## src/rtl/msg_buf_pkg.sv

```systemverilog
// rtl/msg_buf_pkg.sv - shared state type, defaults and count-width helper for msg_buf
package msg_buf_pkg;

    typedef enum logic {
        MSG_BUF_IDLE = 1'b0,
        MSG_BUF_PLAY = 1'b1
    } msg_buf_state_t;

    localparam int MSG_BUF_DEF_DW    = 8;
    localparam int MSG_BUF_DEF_DEPTH = 16;
    localparam int MSG_BUF_DEF_WRAP  = 0;

    // cnt must represent 0..DEPTH inclusive
    function automatic int msg_buf_cnt_w(input int depth);
        return $clog2(depth + 1);
    endfunction

endpackage

```

## src/rtl/msg_buf_mem.sv

```systemverilog
// rtl/msg_buf_mem.sv - DEPTH x DW storage, one write port, one asynchronous read port
module msg_buf_mem #(
    parameter int DW    = 8,
    parameter int DEPTH = 16
) (
    input  logic                     clk,
    input  logic                     we,
    input  logic [$clog2(DEPTH)-1:0] waddr,
    input  logic [DW-1:0]            wdata,
    input  logic [$clog2(DEPTH)-1:0] raddr,
    output logic [DW-1:0]            rdata
);

    logic [DW-1:0] mem [DEPTH];

    always_ff @(posedge clk) begin
        if (we) begin
            mem[waddr] <= wdata;
        end
    end

    assign rdata = mem[raddr];

endmodule

```

## src/rtl/msg_buf.sv

```systemverilog
// rtl/msg_buf.sv - message buffer with stream replay; MSG_BUF_DISP_PRINT_EN adds simulation print hooks
module msg_buf
    import msg_buf_pkg::*;
#(
    parameter int DW    = MSG_BUF_DEF_DW,
    parameter int DEPTH = MSG_BUF_DEF_DEPTH,
    parameter int WRAP  = MSG_BUF_DEF_WRAP
) (
    input  logic                            clk,
    input  logic                            rst,
    input  logic                            wr,
    input  logic [DW-1:0]                   dat,
    input  logic                            disp,
    input  logic                            clr,
    output logic                            out_vld,
    input  logic                            out_rdy,
    output logic [DW-1:0]                   out_dat,
    output logic                            out_last,
    output logic                            busy,
    output logic                            done,
    output logic [msg_buf_cnt_w(DEPTH)-1:0] cnt,
    output logic                            full,
    output logic                            ovf,
    output logic                            wr_drop
);

    localparam int AW = $clog2(DEPTH);
    localparam int CW = msg_buf_cnt_w(DEPTH);

    msg_buf_state_t state, state_nxt;
    logic [AW-1:0]  wp, op, rp;
    logic [CW-1:0]  rem;
    logic [DW-1:0]  rd_dat;
    logic           wr_ok, mem_we, beat, last_beat;

    assign busy      = (state == MSG_BUF_PLAY);
    assign full      = (cnt == CW'(DEPTH));
    assign wr_ok     = wr && !busy && !disp && !clr;
    assign mem_we    = wr_ok && (!full || (WRAP != 0));
    assign out_vld   = busy;
    assign out_dat   = busy ? rd_dat : '0;
    assign out_last  = busy && (rem == CW'(1));
    assign beat      = out_vld && out_rdy;
    assign last_beat = beat && (rem == CW'(1));

    msg_buf_mem #(.DW(DW), .DEPTH(DEPTH)) u_mem (
        .clk   (clk),
        .we    (mem_we),
        .waddr (wp),
        .wdata (dat),
        .raddr (rp),
        .rdata (rd_dat)
    );

    always_ff @(posedge clk or posedge rst) begin
        if (rst) begin
            state <= MSG_BUF_IDLE;
        end else begin
            state <= state_nxt;
        end
    end

    always_comb begin
        state_nxt = state;
        if (clr) begin
            state_nxt = MSG_BUF_IDLE;
        end else begin
            case (state)
                MSG_BUF_IDLE: if (disp && (cnt != '0)) state_nxt = MSG_BUF_PLAY;
                MSG_BUF_PLAY: if (last_beat) state_nxt = MSG_BUF_IDLE;
                default:      state_nxt = MSG_BUF_IDLE;
            endcase
        end
    end

    always_ff @(posedge clk or posedge rst) begin
        if (rst) begin
            wp      <= '0;
            op      <= '0;
            rp      <= '0;
            rem     <= '0;
            cnt     <= '0;
            ovf     <= 1'b0;
            wr_drop <= 1'b0;
            done    <= 1'b0;
        end else begin
            done <= 1'b0;
            if (clr) begin
                // Abort without done; memory contents are deliberately kept
                wp      <= '0;
                op      <= '0;
                cnt     <= '0;
                ovf     <= 1'b0;
                wr_drop <= 1'b0;
            end else begin
                if (wr && (busy || disp)) begin
                    wr_drop <= 1'b1;
                end
                if (wr_ok) begin
                    if (!full) begin
                        wp  <= wp + AW'(1);
                        cnt <= cnt + CW'(1);
                    end else begin
                        ovf <= 1'b1;
                        if (WRAP != 0) begin
                            wp <= wp + AW'(1);
                            op <= op + AW'(1);
                        end
                    end
                end
                if (!busy && disp) begin
                    rp  <= op;
                    rem <= cnt;
                    if (cnt == '0) done <= 1'b1;
                end
                if (beat) begin
                    rp  <= rp + AW'(1);
                    rem <= rem - CW'(1);
                    if (rem == CW'(1)) done <= 1'b1;
                end
            end
        end
    end

`ifdef MSG_BUF_DISP_PRINT_EN
    int unsigned print_n;

    always_ff @(posedge clk or posedge rst) begin
        if (rst) begin
            print_n <= 0;
        end else if (clr) begin
            print_n <= 0;
        end else begin
            if (done) begin
                $display("%m: %0d bytes", print_n);
                print_n <= 0;
            end
            if (beat) begin
                $write("%c", out_dat);
                print_n <= print_n + 1;
            end
        end
    end
`else
    // Synthesizable build: no print hooks.
`endif

endmodule

```

## config.mk

```make
export PLATFORM = sky130hd
export DESIGN_NAME = msg_buf
export DESIGN_NICKNAME = d
export VERILOG_FILES = /design/src/rtl/msg_buf_pkg.sv /design/src/rtl/msg_buf_mem.sv /design/src/rtl/msg_buf.sv
export SDC_FILE = /design/constraint.sdc
export NUM_CORES = 1
export LEC_CHECK = 0
export ABC_CLOCK_PERIOD_IN_PS = 2400
export CORE_MARGIN = 4
export CORE_UTILIZATION = 30
export DETAILED_ROUTE_END_ITERATION = 8
export HOLD_SLACK_MARGIN = 0.06
export PLACE_DENSITY = 0.5
export SLEW_MARGIN = 20
export SYNTH_ARGS = -nofsm -noshare
export SYNTH_HDL_FRONTEND = slang
export SYNTH_SLANG_ARGS = --single-unit
export TNS_END_PERCENT = 50
```

## constraint.sdc

```tcl
create_clock -name clk -period 2.4 [get_ports clk]
set_input_delay 0.48 -clock clk [delete_from_list [all_inputs] [get_ports clk]]
set_output_delay 0.48 -clock clk [all_outputs]
set_load 0.02 [all_outputs]
```

Yosys cells after proc, flatten, opt, wreduce, memory -nomap -nowiden
Memory sizes are Yosys's and may differ from the RTL's.
Cells that the tools add are included.
{"block": "op_classes", "addsub": 4, "n_mux": 27, "n_bitwise": 2, "n_reduce_logical": 24, "eq_ne": 3}
{"op": "$mux W5", "n": 5}
{"op": "$mux W4", "n": 5}
{"op": "$mux W1", "n": 15}
{"op": "$logic_and A1 B1 Y1", "n": 10}
{"op": "$add A4 B1 Y4 const B", "n": 2}
{"op": "$mux W8", "n": 1}
{"op": "$reduce_bool A2 Y1", "n": 4}
{"op": "$reduce_and A2 Y1", "n": 3}
{"op": "$add A5 B1 Y5 const B", "n": 1}
{"op": "$eq A5 B1 Y1 const B", "n": 1}
{"op": "$eq A5 B5 Y1 const B", "n": 1}
{"op": "$logic_not A5 Y1", "n": 1}
{"op": "$reduce_bool A5 Y1", "n": 1}
{"op": "$sub A5 B1 Y5 const B", "n": 1}
{"op": "$logic_not A1 Y1", "n": 4}
{"op": "$ne A2 B2 Y1 const B", "n": 1}
{"op": "$not A1 Y1", "n": 2}
{"op": "$pmux W1 S2", "n": 1}
{"op": "$logic_or A1 B1 Y1", "n": 1}
{"block": "word_totals", "word_cells": 69, "out_inout_bits": 20, "regBits": 22, "inputBits": 14, "mem_count": 1, "ramBits": 128}
{"name": "u_mem.mem", "words": 16, "width": 8, "rd": 1, "rd_clocked_by_memory_dff": 0, "wr": 1, "line_no": "msg_buf_mem.sv:14", "text": "logic [DW-1:0] mem [DEPTH];"}

Logic depth before layout (Yosys ltp)
{"block": "depth", "word_depth": 7, "mapped_depth": 7, "ltp_nobuf": 6}

Hierarchy
A second synthesis with hierarchy kept.
{"block": "unflattened", "hier_cells": 365, "area_unflattened_um2": 6302.3}
{"module": "msg_buf_mem", "seq_area_each_um2": 3843.7, "n_inst": 1, "area_per_inst_um2": 4987.3, "cells_per_inst": 221}
{"module": "msg_buf", "seq_area_each_um2": 550.5, "n_inst": 1, "area_per_inst_um2": 1315.0, "cells_per_inst": 144}

Worst setup path after synthesis
No wires, ideal clock.
{"block": "synth_path", "path_kind": "register to register", "from": "register cnt[0]", "to": "memory u_mem.mem[10][0] (enable)", "stages_incl_launch_ff": 7, "synth_period_minus_slack_ns": 2.614, "arrival_time_ns": 2.219, "n_path_buf": 1, "slack_ns": -0.214, "t_required_ns": 2.005, "setup_ns": 0.395, "cell_sequence": "dfrtp_1 inv_1 ha_1 and4bb_4 nand2b_4 buf_2 nor4_1"}
{"block": "synth_via", "elab_chain_len": 5}
{"element": "start, declared", "line_no": "msg_buf.sv:21", "text": "output logic [msg_buf_cnt_w(DEPTH)-1:0] cnt,"}
{"element": "start signal, assigned", "line_no": "msg_buf.sv:102", "text": "cnt <= cnt + CW'(1);"}
{"element": "$eq A5 B5 Y1", "line_no": "msg_buf.sv:37", "text": "assign full = (cnt == CW'(DEPTH));"}
{"element": "named net full", "line_no": "msg_buf.sv:22", "text": "output logic full,"}
{"element": "$logic_not A1 Y1"}
{"element": "$logic_and A1 B1 Y1", "line_no": "msg_buf.sv:39", "text": "assign mem_we = wr_ok && (!full || (WRAP != 0));"}
{"element": "$mux W1", "line_no": "msg_buf_mem.sv:17", "text": "if (we) begin"}
{"element": "$mux W1 (implied by the code)", "line_no": "msg_buf_mem.sv:18", "text": "mem[waddr] <= wdata;"}
{"element": "end, declared", "line_no": "msg_buf_mem.sv:14"}
The timed path passes the listed nets, and every way through them passes these cells.

Worst setup path after layout
{"block": "layout_path", "from": "register rp[0]", "to": "output port out_dat[5]"}
{"block": "layout_via", "elab_chain_len": 2}
{"element": "start, declared", "line_no": "msg_buf.sv:31", "text": "logic [AW-1:0] wp, op, rp;"}
{"element": "start signal, assigned", "line_no": "msg_buf.sv:112", "text": "rp <= op;"}
{"element": "start signal, assigned", "line_no": "msg_buf.sv:117", "text": "rp <= rp + AW'(1);"}
{"element": "$mem_v2 Z16 W8"}
{"element": "$mux W8", "line_no": "msg_buf.sv:41", "text": "assign out_dat = busy ? rd_dat : '0;"}
{"element": "end, declared", "line_no": "msg_buf.sv:17", "text": "output logic [DW-1:0] out_dat,"}
Every way passes these cells.

==> impl_results.rst <==
.. list-table::
   :header-rows: 1

   * - Metric
     - Value
   * - Total GRT Usage
     - 12.6%
   * - Fraction of the cycle the final worst path needs
     - 101%
   * - Total count of max-transition violations in the final report
     - 0
   * - CTS tree
     - done
   * - Fraction of layout instances using a drive strength above 1
     - 27.1%
   * - Antenna diodes
     - 0
   * - Unrepaired setup endpoints after global routing
     - yes
   * - Total wire length after detailed routing
     - 14.5 mm
   * - Horizontal extent of the die
     - 154 um
   * - Final setup TNS
     - -0.0361 ns
   * - Remaining Overflow, GRT
     - 0
   * - Worst r2r path cells
     - 6
   * - Netlist cell types
     - 50
   * - # IOs
     - 34
   * - Static leakage
     - 2.89 nW
   * - Number of flops mapped to enable cells by yosys
     - 128
   * - Met1 usage
     - 15.5%
   * - Total number of yosys warnings
     - 0
   * - Design internal power
     - 4.83 mW
   * - Remaining max-slew budget at the tightest pin
     - 57.0%
   * - Worst setup skew after layout
     - 0.0173 ns
   * - Switching power as a share of total power
     - 21.9%
   * - Wire length of the first global-routing pass
     - 22.8 mm
   * - Relative contribution of sequential cells to total power
     - 46.6%
   * - Most congested layer reported by global routing
     - met2
   * - Number of standard cells after synthesis
     - 424
   * - Count of endpoints failing hold in the final timing report
     - 0
   * - Worst setup path endpoint
     - out_dat[5]
   * - Final-stage net count
     - 537
   * - Share of synthesized area occupied by flip-flops and latches
     - 68.8%
   * - Maximum clock insertion buffer count
     - 2
   * - Final critical delay including setup and external delays
     - 2.42 ns
   * - CP Max Fanout
     - 24
   * - Setup violation total in the final timing report
     - 3
   * - Pwr dens
     - 745 mW/mm^2
   * - Area grow syn2layout
     - 29.9%
   * - Total iterations of the first detailed-routing run
     - 5
   * - Insertion delay of the later-clocked pin in the worst-skew pair
     - 0.42 ns
   * - Endpoint required time on the critical path
     - 1.92 ns
   * - DRC marker count from the first detailed-route iteration
     - 208
   * - Total Die Area
     - 0.0237 mm^2
   * - Post-synthesis average cell area
     - 15.1 um^2
   * - Max IR drop VDD
     - 0.441 mV
   * - Post-CTS Hold Buffers
     - 0
   * - Placeable core region
     - 0.0210 mm^2
   * - Status
     - complete, but fails checks
   * - Ys flop type
     - sky130_fd_sc_hd__edfxtp_1
   * - Net switching power of the design
     - 1.35 mW
   * - Detailed placer's ending HPWL
     - 10.2 mm
   * - Reg clk slew, reported paths
     - 0.06 ns
   * - GR Layer Usage met2
     - 21.8%
   * - #FFs+latches synth
     - 150
   * - Total area of multi-input combinational cells
     - 0.00195 mm^2
   * - Initial antenna violation count
     - 0
   * - Launching element type of the critical path
     - flop
   * - Mapped Area
     - 0.00639 mm^2
   * - DRC viols
     - 0
   * - Vias after detailed routing
     - 3804
   * - Largest net degree at the start of global routing
     - 25
   * - Placed cell area
     - 0.00741 mm^2
   * - End of the worst register-to-register path
     - u_mem.mem[5][7]
   * - Mean routed wirelength per cell
     - 18.1 um
   * - Share of async-settable or async-resettable flops after synthesis
     - 14.7%
   * - Highest attainable clock frequency
     - 414 MHz
   * - Total number of H-tree levels
     - 4
   * - Standard-cell row count
     - 53
   * - Max-cap check violation count
     - 0
   * - Design Power
     - 6.18 mW
   * - Effective utilization at floorplan
     - 30.4%
   * - Sequential standard cell area
     - 0.00440 mm^2
   * - Fillers
     - 1889
   * - DRT antenna net count
     - 0
   * - Violated checks
     - negative setup slack
   * - Cell at the root of the clock tree
     - sky130_fd_sc_hd__clkbuf_16
   * - Count of input and output buffers
     - 33
   * - Clock Sink Count
     - 150
   * - Worst Slack Setup Final
     - -0.0160 ns
   * - Worst reg2reg startpoint
     - busy
   * - Signal arrival time at the worst endpoint
     - 1.94 ns
   * - Vias in the first global route
     - 3964
   * - Chip height
     - 154 um
   * - Launching element of the worst setup path
     - rp[0]
   * - Number of nets produced by synthesis
     - 447
   * - Global placement routability congestion
     - 0.806
   * - Worst hold slack
     - 0.393 ns
   * - Relative contribution of the clock network to total power
     - 45.3%
   * - Final cell utilization of the core
     - 39.5%
   * - GR Layer Usage met3
     - 3.15%
   * - Combinational share of power
     - 8.1%
   * - Worst-Margin Slew
     - 0.643 ns
   * - CP endpoint kind
     - output pin
   * - Kind of path behind the tightest hold check
     - in -> async
   * - Number of buffers added by the clock tree synthesis step
     - 17
   * - Setup slack on the worst flop-to-flop path
     - 0.33 ns
   * - Worst Path Class, Setup
     - reg -> out
   * - Avg Vias per Cell
     - 4.74
   * - Area of all placed cells without fillers
     - 0.00830 mm^2
[final cells by class]
cell class | count | area share, %
clock buffers | 17 | 5.12
clock inverters | 15 | 2.46
inverters | 11 | 0.497
multi-input cells | 240 | 23.5
flip-flops and latches | 150 | 53.0
well taps | 275 | 4.14
repair buffers | 94 | 11.3
[state kept, by name, indices dropped and copies added, names as in the netlist]
| register | count |
|---|---|
| rem | 5 |
| wr_drop | 1 |
| ovf | 1 |
| rp | 4 |
| busy | 1 |
| done | 1 |
| u_mem.mem | 128 |
| cnt | 5 |
| wp | 4 |
[worst min path at each step]
stage	from	endpoint	slack, ns	depth (start not counted)
floorplan	rst	busy	0.47	1
global placement	ovf	ovf	0.48	2
detailed placement	ovf	ovf	0.50	2
CTS	rst	cnt[0]	0.41	2
global route	rst	cnt[0]	0.43	2
finish	rst	cnt[0]	0.39	2
[critical path: stages (launching register included)]
cell	delay, ns
sky130_fd_sc_hd__dfrtp_2	0.46
sky130_fd_sc_hd__buf_12	0.20
sky130_fd_sc_hd__mux2i_1	0.14
sky130_fd_sc_hd__a221oi_1	0.38
sky130_fd_sc_hd__o21ai_2	0.09
sky130_fd_sc_hd__nand2_1	0.08
sky130_fd_sc_hd__buf_2	0.16
[power groups by stage]
| stage | clock [mW] | sequential (mW) | combinational (mW) |
|---|---|---|---|
| 5_1_grt | 2.98 | 2.89 | 0.546 |
| 6_report | 2.80 | 2.88 | 0.500 |
| 4_1_cts | 2.87 | 2.88 | 0.498 |
| 2_1_floorplan | 0 | 2.94 | 0.274 |
| 3_5_place_dp | 0 | 2.94 | 0.471 |
| 3_3_place_gp | 0 | 2.93 | 0.466 |
[stage by stage]
step | instances | setup slack [ns]
final | 802 | -0.0160
after global routing | 802 | -0.0973
after CTS | 800 | -0.0646
after detailed placement | 758 | -0.240
after global placement | 758 | -0.199
after floorplan | 424 | -0.214
[synthesized netlist by cell type, drive strengths merged, types with 3 or more instances]
| master | count | area share (%) |
|---|---|---|
| nor3 | 6 | 0.47 |
| a211oi | 6 | 0.70 |
| nand3 | 11 | 0.86 |
| clkbuf | 7 | 0.41 |
| ha | 9 | 1.8 |
| a22oi | 21 | 2.5 |
| nand2b | 3 | 0.41 |
| nand2 | 26 | 1.6 |
| and3 | 6 | 0.59 |
| nor4 | 3 | 0.29 |
| o21ai | 16 | 1.3 |
| o22ai | 4 | 0.39 |
| a21oi | 12 | 0.94 |
| buf | 16 | 1.9 |
| nor2 | 21 | 1.2 |
| nor2b | 10 | 1.1 |
| inv | 11 | 0.65 |
| a221oi | 4 | 0.55 |
| mux4 | 4 | 1.4 |
| mux2i | 53 | 8.3 |
| dfrtp | 22 | 8.6 |
| edfxtp | 128 | 60 |
[cells by family after synthesis]
logic type	synth area share [%]
xor gates and xnor gates	0.548
AOI/OAI and AO/OA	7.24
muxes	10.1
DFF	68.8
and+or+nand+nor	8.67
adders and majority gates	1.76
buffers and inverters	2.96
[repair_timing]
action	4_1_cts	5_1_grt
setup endpoints to repair	10	8
gates cloned	0	0
pin swaps	12	11
gates resized for setup	68	15
setup buffers	10	2
[routing by layer]
layer / vias up / routed length, um
met4: 0 / 194
met5: - / 0
met2: 71 / 7630
met3: 13 / 394
li1: 1808 / -
met1: 1912 / 6320
[placed cells by master (no fill, tap or decap), types with 9 or more instances in the layout]
master | Yosys | layout
sky130_fd_sc_hd__o21ai_0 | 12 | 12
sky130_fd_sc_hd__nor2_1 | 21 | 20
sky130_fd_sc_hd__inv_1 | 11 | 11
sky130_fd_sc_hd__nand2_1 | 25 | 25
sky130_fd_sc_hd__ha_1 | 9 | 9
sky130_fd_sc_hd__clkbuf_16 | 0 | 17
sky130_fd_sc_hd__mux2i_1 | 53 | 48
sky130_fd_sc_hd__buf_12 | 0 | 12
sky130_fd_sc_hd__clkdlybuf4s50_1 | 0 | 23
sky130_fd_sc_hd__dfrtp_1 | 22 | 20
sky130_fd_sc_hd__a21oi_1 | 12 | 12
sky130_fd_sc_hd__nand3_1 | 11 | 10
sky130_fd_sc_hd__edfxtp_1 | 128 | 128
sky130_fd_sc_hd__buf_4 | 5 | 47
sky130_fd_sc_hd__a22oi_1 | 21 | 18
Note: power is estimated with default switching activity, not from simulation.
